### src/rtl/bcd_count_arb.sv
// Round-robin arbiter that lends one external BCD counter to two requesters,
// loads a clamped target, waits for the digits to match, and guards with a watchdog.
//
// state | meaning
// IDLE  | no owner, counter held clear, arbitrating
// LOAD  | owner granted, counter held clear for LOAD_CYCLES cycles
// COUNT | counter running, comparing digits, watchdog counting
// DONE  | one-cycle completion pulse to the owner
module bcd_count_arb #(
  parameter int LOAD_CYCLES = 2,
  parameter int TIMEOUT     = 255
) (
  input  logic       CLK,
  input  logic       RST_N,
  input  logic       req_a,
  input  logic       req_b,
  input  logic [6:0] max_a,
  input  logic [6:0] max_b,
  input  logic [3:0] cnt_digit_1,
  input  logic [3:0] cnt_digit_2,
  output logic       cnt_run,
  output logic [6:0] cnt_max,
  output logic       gnt_a,
  output logic       gnt_b,
  output logic       done_a,
  output logic       done_b,
  output logic       err,
  output logic       busy
);

  typedef enum logic [1:0] {IDLE, LOAD, COUNT, DONE} state_t;

  state_t     state;
  logic [3:0] load_tmr;
  logic [7:0] wdog;
  logic [3:0] tens;
  logic [3:0] ones;
  logic       last_b;

  logic       pick_b;
  logic [6:0] sel_max;
  logic [6:0] clamped;
  logic       own_req;
  logic [7:0] wdog_nxt;
  logic       match;
  logic       rel;

  // last_b=1 means B was served last, so A wins a tie
  assign pick_b   = req_b && (!req_a || !last_b);
  assign sel_max  = pick_b ? max_b : max_a;
  assign clamped  = (sel_max > 7'd99) ? 7'd99 : sel_max;
  assign own_req  = gnt_b ? req_b : req_a;
  assign wdog_nxt = wdog + 8'd1;
  assign match    = (cnt_digit_2 == tens) && (cnt_digit_1 == ones);

  always_comb begin
    rel = 1'b0;
    case (state)
      LOAD:    rel = !own_req;
      COUNT:   rel = !own_req || (!match && (wdog_nxt == 8'(TIMEOUT)));
      DONE:    rel = 1'b1;
      default: rel = 1'b0;
    endcase
  end

  always_ff @(posedge CLK) begin
    if (!RST_N) begin
      state    <= IDLE;
      cnt_run  <= 1'b0;
      cnt_max  <= 7'd0;
      gnt_a    <= 1'b0;
      gnt_b    <= 1'b0;
      done_a   <= 1'b0;
      done_b   <= 1'b0;
      err      <= 1'b0;
      busy     <= 1'b0;
      wdog     <= 8'd0;
      load_tmr <= 4'd0;
      tens     <= 4'd0;
      ones     <= 4'd0;
      last_b   <= 1'b1;
    end else begin
      done_a <= 1'b0;
      done_b <= 1'b0;
      err    <= 1'b0;
      if (rel) begin
        state   <= IDLE;
        gnt_a   <= 1'b0;
        gnt_b   <= 1'b0;
        busy    <= 1'b0;
        cnt_run <= 1'b0;
        wdog    <= 8'd0;
        last_b  <= gnt_b;
        err     <= (state == COUNT) && own_req;
      end else begin
        case (state)
          IDLE: begin
            if (req_a || req_b) begin
              state    <= LOAD;
              gnt_a    <= !pick_b;
              gnt_b    <= pick_b;
              busy     <= 1'b1;
              cnt_run  <= 1'b0;
              cnt_max  <= clamped;
              tens     <= 4'(clamped / 7'd10);
              ones     <= 4'(clamped % 7'd10);
              load_tmr <= 4'(LOAD_CYCLES - 1);
            end
          end
          LOAD: begin
            if (load_tmr == 4'd0) begin
              state   <= COUNT;
              cnt_run <= 1'b1;
              wdog    <= 8'd0;
            end else begin
              load_tmr <= load_tmr - 4'd1;
            end
          end
          COUNT: begin
            if (match) begin
              state  <= DONE;
              done_a <= gnt_a;
              done_b <= gnt_b;
            end else begin
              wdog <= wdog_nxt;
            end
          end
          default: state <= IDLE;
        endcase
      end
    end
  end

endmodule

### config.mk
export PLATFORM = sky130hd
export DESIGN_NAME = bcd_count_arb
export DESIGN_NICKNAME = d
export VERILOG_FILES = /design/src/rtl/bcd_count_arb.sv
export SDC_FILE = /design/constraint.sdc
export NUM_CORES = 1
export LEC_CHECK = 0
export CORE_MARGIN = 3
export CORE_UTILIZATION = 51
export DETAILED_ROUTE_END_ITERATION = 10
export GPL_ROUTABILITY_DRIVEN = 0
export GPL_TIMING_DRIVEN = 0
export HOLD_SLACK_MARGIN = 0.08
export PLACE_DENSITY = 0.77
export SYNTH_ARGS = -nofsm -noshare
export SYNTH_HDL_FRONTEND = slang
export SYNTH_SLANG_ARGS = --single-unit
### constraint.sdc
create_clock -name CLK -period 6.9 [get_ports CLK]
set_input_delay 1.725 -clock CLK [delete_from_list [all_inputs] [get_ports CLK]]
set_output_delay 1.725 -clock CLK [all_outputs]
set_load 0.01 [all_outputs]
==> flow_summary.ini <==
[run_status]
status = complete, no violations

[worst_setup_path]
critPathMaxStageDelay_ns = 0.62
crit_path_max_fanout = 10
cp.required_ns = 7.09
path_buf_inv = 5
setup.worst_path.class = input port to flip-flop
crit_path_end_kind = flip-flop
reg2reg_slack_ns = 2.98
reg2reg_depth = 17
worstReg2RegStart = last_b
path_delay_family = compound AO/OA/AOI/OAI gates
r2r-end = tens[0]
worstPathArrival_ns = 5.77
startpoint = req_a
worstPathCellList = clkdlybuf4s50_1, a21bo_2, buf_6, mux2i_4, inv_2, ha_1, clkbuf_2, nor4b_1, o31ai_2, xnor2_2, o21ai_1, a21oi_1, ha_1, o21ai_0, inv_1, a31oi_4, o21a_1, o221a_1
cp.depth = 18
slowest_stage = clkdlybuf4s50_1
cp_common_cell = ha_1
endpoint = tens[0]
start_kind = input port

[final_layout]
layout.nets = 386
antenna_cells = 0
fin_util = 0.666
stdcell_area_sq_um = 2980
seq_area_sq_um = 721
drive_gt1_frac = 0.0883
synthToLayoutAreaGrowth_pct = 22.1
layout.cells.non_filler = 403
fillers = 410
multi_input_area_sq_um = 1600

[die]
start_util = 0.546
die_area_sq_um = 5650
die_w_microns = 75.2
io_pins = 40
die-height_microns = 75.2
core_area_sq_um = 4470
core.rowCount = 24

[grt]
grt_pass1_vias = 2171
antenna_found_initial = 0
use_met3 = 0.0467
grt_max_degree = 12
track_usage = 0.234
grt_pass1_wl_mm = 10.1
grt_remaining_overflow = 0
use_met2 = 0.361
gr-usage-met1 = 0.309
globalRoute.busiestLayer = met2

[timing]
tns_ns = 0
hold_ws_ns = 0.486
slew_viol_final = 0
rsz0062_at_grt = no
max_freq_mhz = 179
worst_pin_slew_ns = 0.714
hold_violations = 0
maxSlewHeadroom = 0.522
finalCriticalPeriod_ns = 5.58
finClkSkew_ns = 0.00494
setup_viol = 0
period_share = 0.809
setup_ws_ns = 1.32

[job]
cap_violations = 0

[synthesis]
synth_enable_flop_cells = 0
async_reset_ff_frac = 0
synthCells = 305
synth_area_per_cell_sq_um = 8.00
synth_seq_cells = 36
synth_area_sq_um = 2440
ys_seq_area_frac = 0.295
synth_fp_nets = 341
synth_warnings = 0
synth_cell_type_count = 63
synth_flop_cell = dfxtp_1

[place]
placed_cell_area_sq_um = 2890
place_ws_ns = 1.03
hpwlAfterDp_mm = 4.65
placed_cells = 395
port_buffers = 38

[clock_network]
cts_max_level = 2
post_cts_buffers = 0
cts_buffers = 5
cts_buffer_depth = 2
cts_hold_buf = 0
cts_resized = 0
cts.clk_slew.worst_paths_ns = 0.07
cts_sinks = 36
tritoncts = done
cts-root-buf = clkbuf_8
insertion_delay_ns = 0.29

[route]
antenna_left = 0
drcViolationCount = 0
routed_wl_mm = 6.24
drt-initial-drc-count = 121
vias = 2402
via_per_inst = 5.96
dr.pass1.iters = 4
wire_per_inst_microns = 15.5

[power_and_ir_drop]
ir_drop_mv = 0.201
p_leak_nw = 1.13
finalPower_mw = 0.911
p_per_area_nw_per_um2 = 306

[worst_hold_path]
hold_path.class = flip-flop to flip-flop
[cell usage in the layout, fill, tap and decap left out, types with 3 or more instances in the layout]
cell type and instances:
nor2_1 39, a311oi_1 4, inv_1 15, xnor2_1 10, o211ai_1 4, mux2i_1 9, clkbuf_8 6, clkdlybuf4s50_1 38
ha_1 10, nand2_1 27, a211oi_1 6, o22ai_1 3, nor4b_1 3, clkbuf_1 9, a21oi_1 25, nor3_1 6
nand4_1 3, dfxtp_1 36, a31oi_1 3, and3_1 3, o21ai_0 16, and2_1 3, xor2_1 3, or3_1 5
o21ai_1 3, nand3_1 13, nor3b_1 3, a21boi_0 3
[state kept, by name (all words and copies together) (netlist names)]
| name | flops |
|---|---|
| cnt_run | 1 |
| last_b | 1 |
| load_tmr | 4 |
| err | 1 |
| done_a | 1 |
| ones | 3 |
| cnt_max | 7 |
| gnt_b | 1 |
| wdog | 8 |
| state | 2 |
| gnt_a | 1 |
| done_b | 1 |
| busy | 1 |
| tens | 4 |
[power breakdown]
part / switching [mW] / total [mW] / leakage (nW) / internal [mW]
Sequential: 0.0409 / 0.302 / 0.295 / 0.262
Combinational: 0.254 / 0.447 / 0.788 / 0.192
Clock: 0.0806 / 0.162 / 0.0445 / 0.0812
[synth_stat cells (2+ instances only)]
cell type  count  area (sq um)
nor2_1        39           146
dfxtp_1       36           721
nand2_1       27           101
a21oi_1       25           125
o21ai_0       16          80.1
inv_1         15          56.3
nand3_1       13          65.1
ha_1          10           125
xnor2_1       10          87.6
mux2i_1        9          90.1
clkbuf_1       8          30.0
a211oi_1       6          45.0
nor3_1         6          30.0
or3_1          5          31.3
a311oi_1       4          35.0
o211ai_1       4          30.0
a21boi_0       3          22.5
a31oi_1        3          18.8
and2_1         3          18.8
and3_1         3          18.8
nand4_1        3          18.8
nor3b_1        3          22.5
nor4b_1        3          26.3
o21ai_1        3          15.0
o22ai_1        3          18.8
xor2_1         3          26.3
a21bo_2        2          20.0
and2b_2        2          17.5
nor4_1         2          12.5
o21a_1         2          15.0
o221ai_1       2          17.5
[metal layers]
| layer | part of all wire | vias up |
|---|---|---|
| met5 | 0 | - |
| met4 | 0.029 | 0 |
| met3 | 0.046 | 21 |
| met2 | 0.47 | 59 |
| met1 | 0.46 | 1125 |
| li1 | - | 1197 |
[worst min path at each step]
stage	from	endpoint	slack [ns]	depth (start not counted)
after floorplan	cnt_max[0]	cnt_max[0]	0.46	2
after global placement	busy	busy	0.46	2
after detailed placement	busy	busy	0.47	2
after CTS	busy	busy	0.49	2
after global routing	gnt_a	done_a	0.51	1
final	busy	busy	0.49	2
[cells by family (layout without fill, tap and decap cells)]
family,count (synthesis),count (layout),share of synthesized area
buf+inv,28,74,0.0487
compound gates,88,88,0.256
flops,36,36,0.295
simple gates,117,117,0.238
xor+xnor,14,14,0.0533
fa+ha+maj,10,10,0.0513
mux,12,12,0.0579
[worst register-to-register path, cell delays in order, from the launching register on]
cell and delay [ns]:
dfxtp_1 0.41, a21bo_2 0.25, buf_6 0.17, mux2i_4 0.33, inv_2 0.12, ha_1 0.21, clkbuf_2 0.16, nor4b_1 0.46
o31ai_2 0.20, xnor2_2 0.25, o21ai_1 0.09, a21oi_1 0.27, ha_1 0.27, o21ai_0 0.13, inv_1 0.11, a31oi_4 0.05
o21a_1 0.14, o221a_1 0.21
[area by class of cell]
class | instances | share of cell area
clock buffer | 7 | 0.0290
clock inverter | 1 | 0.00252
sequential | 36 | 0.242
inverter | 16 | 0.0202
tap | 52 | 0.0218
buffer | 12 | 0.0197
multi-input combinational | 241 | 0.537
timing repair buffer | 38 | 0.128
(Power assumes the default switching activity.)
==> RTL change (same flow settings) <==
The parameter `TIMEOUT` goes from 255 to 127.
--- a/src/rtl/bcd_count_arb.sv
+++ b/src/rtl/bcd_count_arb.sv
@@ -8,7 +8,7 @@
 // DONE  | one-cycle completion pulse to the owner
 module bcd_count_arb #(
   parameter int LOAD_CYCLES = 2,
-  parameter int TIMEOUT     = 255
+  parameter int TIMEOUT     = 127
 ) (
   input  logic       CLK,
   input  logic       RST_N,
Formal check against the unedited RTL: same outputs for any inputs over 10 cycles, from zero or initial values and one cycle with RST_N low; that may be too few to reach the edited logic, so the function may still have changed.
==> RTL change against the unedited design <==
  * Synthesized area increased by 2.2%
  * Sequential cell count is the same
  * Worst hold slack got worse by 0.028 ns
  * Total power up 2.1%
  * Worst setup slack lost 0.81 ns
  * Wire length is 3.9% higher
  * Sequential power shrank 2%
  * Final cell count rose by 7.2%
  * Cell area grew 2.3%
  * Core utilization is 0.61 points higher
  * Critical path type unchanged
  * Count of clock-buffer cells in the layout decreased by 1
  * Fmax fell by 13%
==> RTL change: results (changes against the unedited design) <==
stage	metric	value	unit	change
final_layout	nets@finish	402		was 386
die	die width	75.93	um	was 75.19 um
route	met3 wire length	387	um	was 285 um
route	WL met1	3120	um	was 2847 um
global_route	antenna violations before repair	0		unchanged
global_route	Global Route Usage Sum	0.2273		was 0.2336
route	TritonRoute pass-1 iters	4		unchanged
yosys	XOR/XNOR share of the synthesized area	0.04215		was 0.05331
yosys	Yosys cell types	63		unchanged
route	met2 wire length	2875	um	was 2926 um
route	initial detailed-routing violation count	265		was 121
outcome	status	completed		unchanged
worst_setup_path	CP max stage delay	0.59	ns	was 0.62 ns
clocking	H-tree Lvls	2		unchanged
final_layout	filler cell count	399		was 410
clocking	clk buf depth	2		unchanged
yosys	adder-cell share of the synthesized area	0.05018		was 0.05126
timing	clock skew	0.006825	ns	was 0.004942 ns
route	Vias	2485		was 2402
worst_setup_path	Slowest cell on crit path	clkdlybuf4s50_1		unchanged
clocking	clock-pin slew on the worst setup and hold paths	0.07	ns	about the same
place	Port-buffer cells	38		unchanged
place	Post-DP Area	0.002955	sq mm	was 0.002887 sq mm
global_route	first-pass GRT wire length	10720	um	was 10150 um
power	Peak VDD IR	0.1501	mV	was 0.2008 mV
clocking	Num CTS Buffers	5		unchanged
global_route	total gr overflow	0		unchanged
yosys	top cells by count, synth	dfxtp_1 (36), nand2_1 (34), nor2_1 (29)		was nor2_1 (39), dfxtp_1 (36), nand2_1 (27)
global_route	M3 GR Usage	0.04621		was 0.04673
yosys	Synth Flop Type	dfxtp_1		unchanged
yosys	ranking of synthesized cells by area	dfxtp_1 (29%), nand2_1 (5.1%), ha_1 (5.0%)		was dfxtp_1 (30%), nor2_1 (6.0%), a21oi_1 (5.1%)
global_route	number of global-route vias before repair	2265		was 2171
final_layout	# diodes	0		unchanged
route	Max Used Layer	met4		unchanged
route	WL per Instance	15.02	um	was 15.49 um
global_route	largest net degree at the start of global routing	12		unchanged
hold_path	Hold Path Class	reg -> reg		unchanged
yosys	Seq/Total Area, Yosys	0.2890		was 0.2952
global_route	GR Util met2	0.3449		was 0.3607
global_route	met1 Usage GRT	0.3219		was 0.3093
worst_setup_path	critical path arrival	6.54	ns	was 5.77 ns
clocking	clk_lat worst skew	0.30	ns	
final_layout	share of layout cells above drive strength 1	0.06540		was 0.08832
clocking	root buffer cell	clkbuf_8		unchanged
timing	Worst slew margin	0.4966		was 0.5221
worst_setup_path	Max FO, Critical Path	10		unchanged
place	post-detail-place hpwl	4936	um	was 4652 um
timing	fin. max-slew vios	0		unchanged
clocking	CTS resizes	0		unchanged
power	leak pwr	1.199	nW	was 1.128 nW
yosys	post-synthesis mux area share	0.04466		was 0.05792
yosys	Syn Nets	357		was 341
yosys	compound-cell area share of the yosys netlist	0.2574		was 0.2558
RTL change: stage by stage:
step / cells / utilization / hold WS [ns] / setup slack [ns]
floorplan: 321 / - / 0.4578 / 1.624
detailed placement: 424 / 0.6518 / 0.4480 / 0.3246
CTS: 432 / 0.6722 / 0.4575 / 0.6272
finish: 432 / 0.6722 / 0.4573 / 0.5127
global placement: 424 / 0.6518 / 0.4446 / 0.3281
global route: 432 / 0.6722 / 0.5060 / 0.1923
RTL change: final timing paths:
check	startpoint	endpoint	slack, ns	depth (start not counted)
max	req_b	ones[2]	0.51	17
min	cnt_max[4]	cnt_max[4]	0.46	2
max reg2reg	last_b	ones[2]	2.27	16
min reg2reg	cnt_max[4]	cnt_max[4]	0.46	2
RTL change: worst max-delay path: cells and delay by family:
| family | cells | cell delay [ns] |
|---|---|---|
| buffers and inverters | 4 | 1.17 |
| AND/OR/NAND/NOR | 3 | 0.76 |
| adder cells (fa/ha/maj) | 2 | 0.53 |
| AO/OA/AOI/OAI | 8 | 2.34 |
RTL change: area by class of cell:
type / count / area share
Clock buffer: 6 / 0.02709
Sequential cell: 36 / 0.2365
Inverter: 15 / 0.01847
Multi-Input combinational cell: 254 / 0.5369
Clock inverter: 2 / 0.003284
Buffer: 16 / 0.02627
Tap cell: 65 / 0.02668
Timing Repair Buffer: 38 / 0.1248
RTL change: logic make-up (layout without fill, tap and decap cells):
logic type,count (synthesis),after routing
buf+inv,31,77
flops,36,36
simple gates,129,129
fa+ha+maj,10,10
compound gates,93,93
mux,10,10
xor+xnor,12,12
RTL change: where the power goes:
part           switching, mW  internal (mW)  leakage (nW)  total (mW)
clock network         0.0797         0.0797        0.0510       0.159
logic                  0.277          0.198         0.852       0.476
registers             0.0370          0.258         0.295       0.295
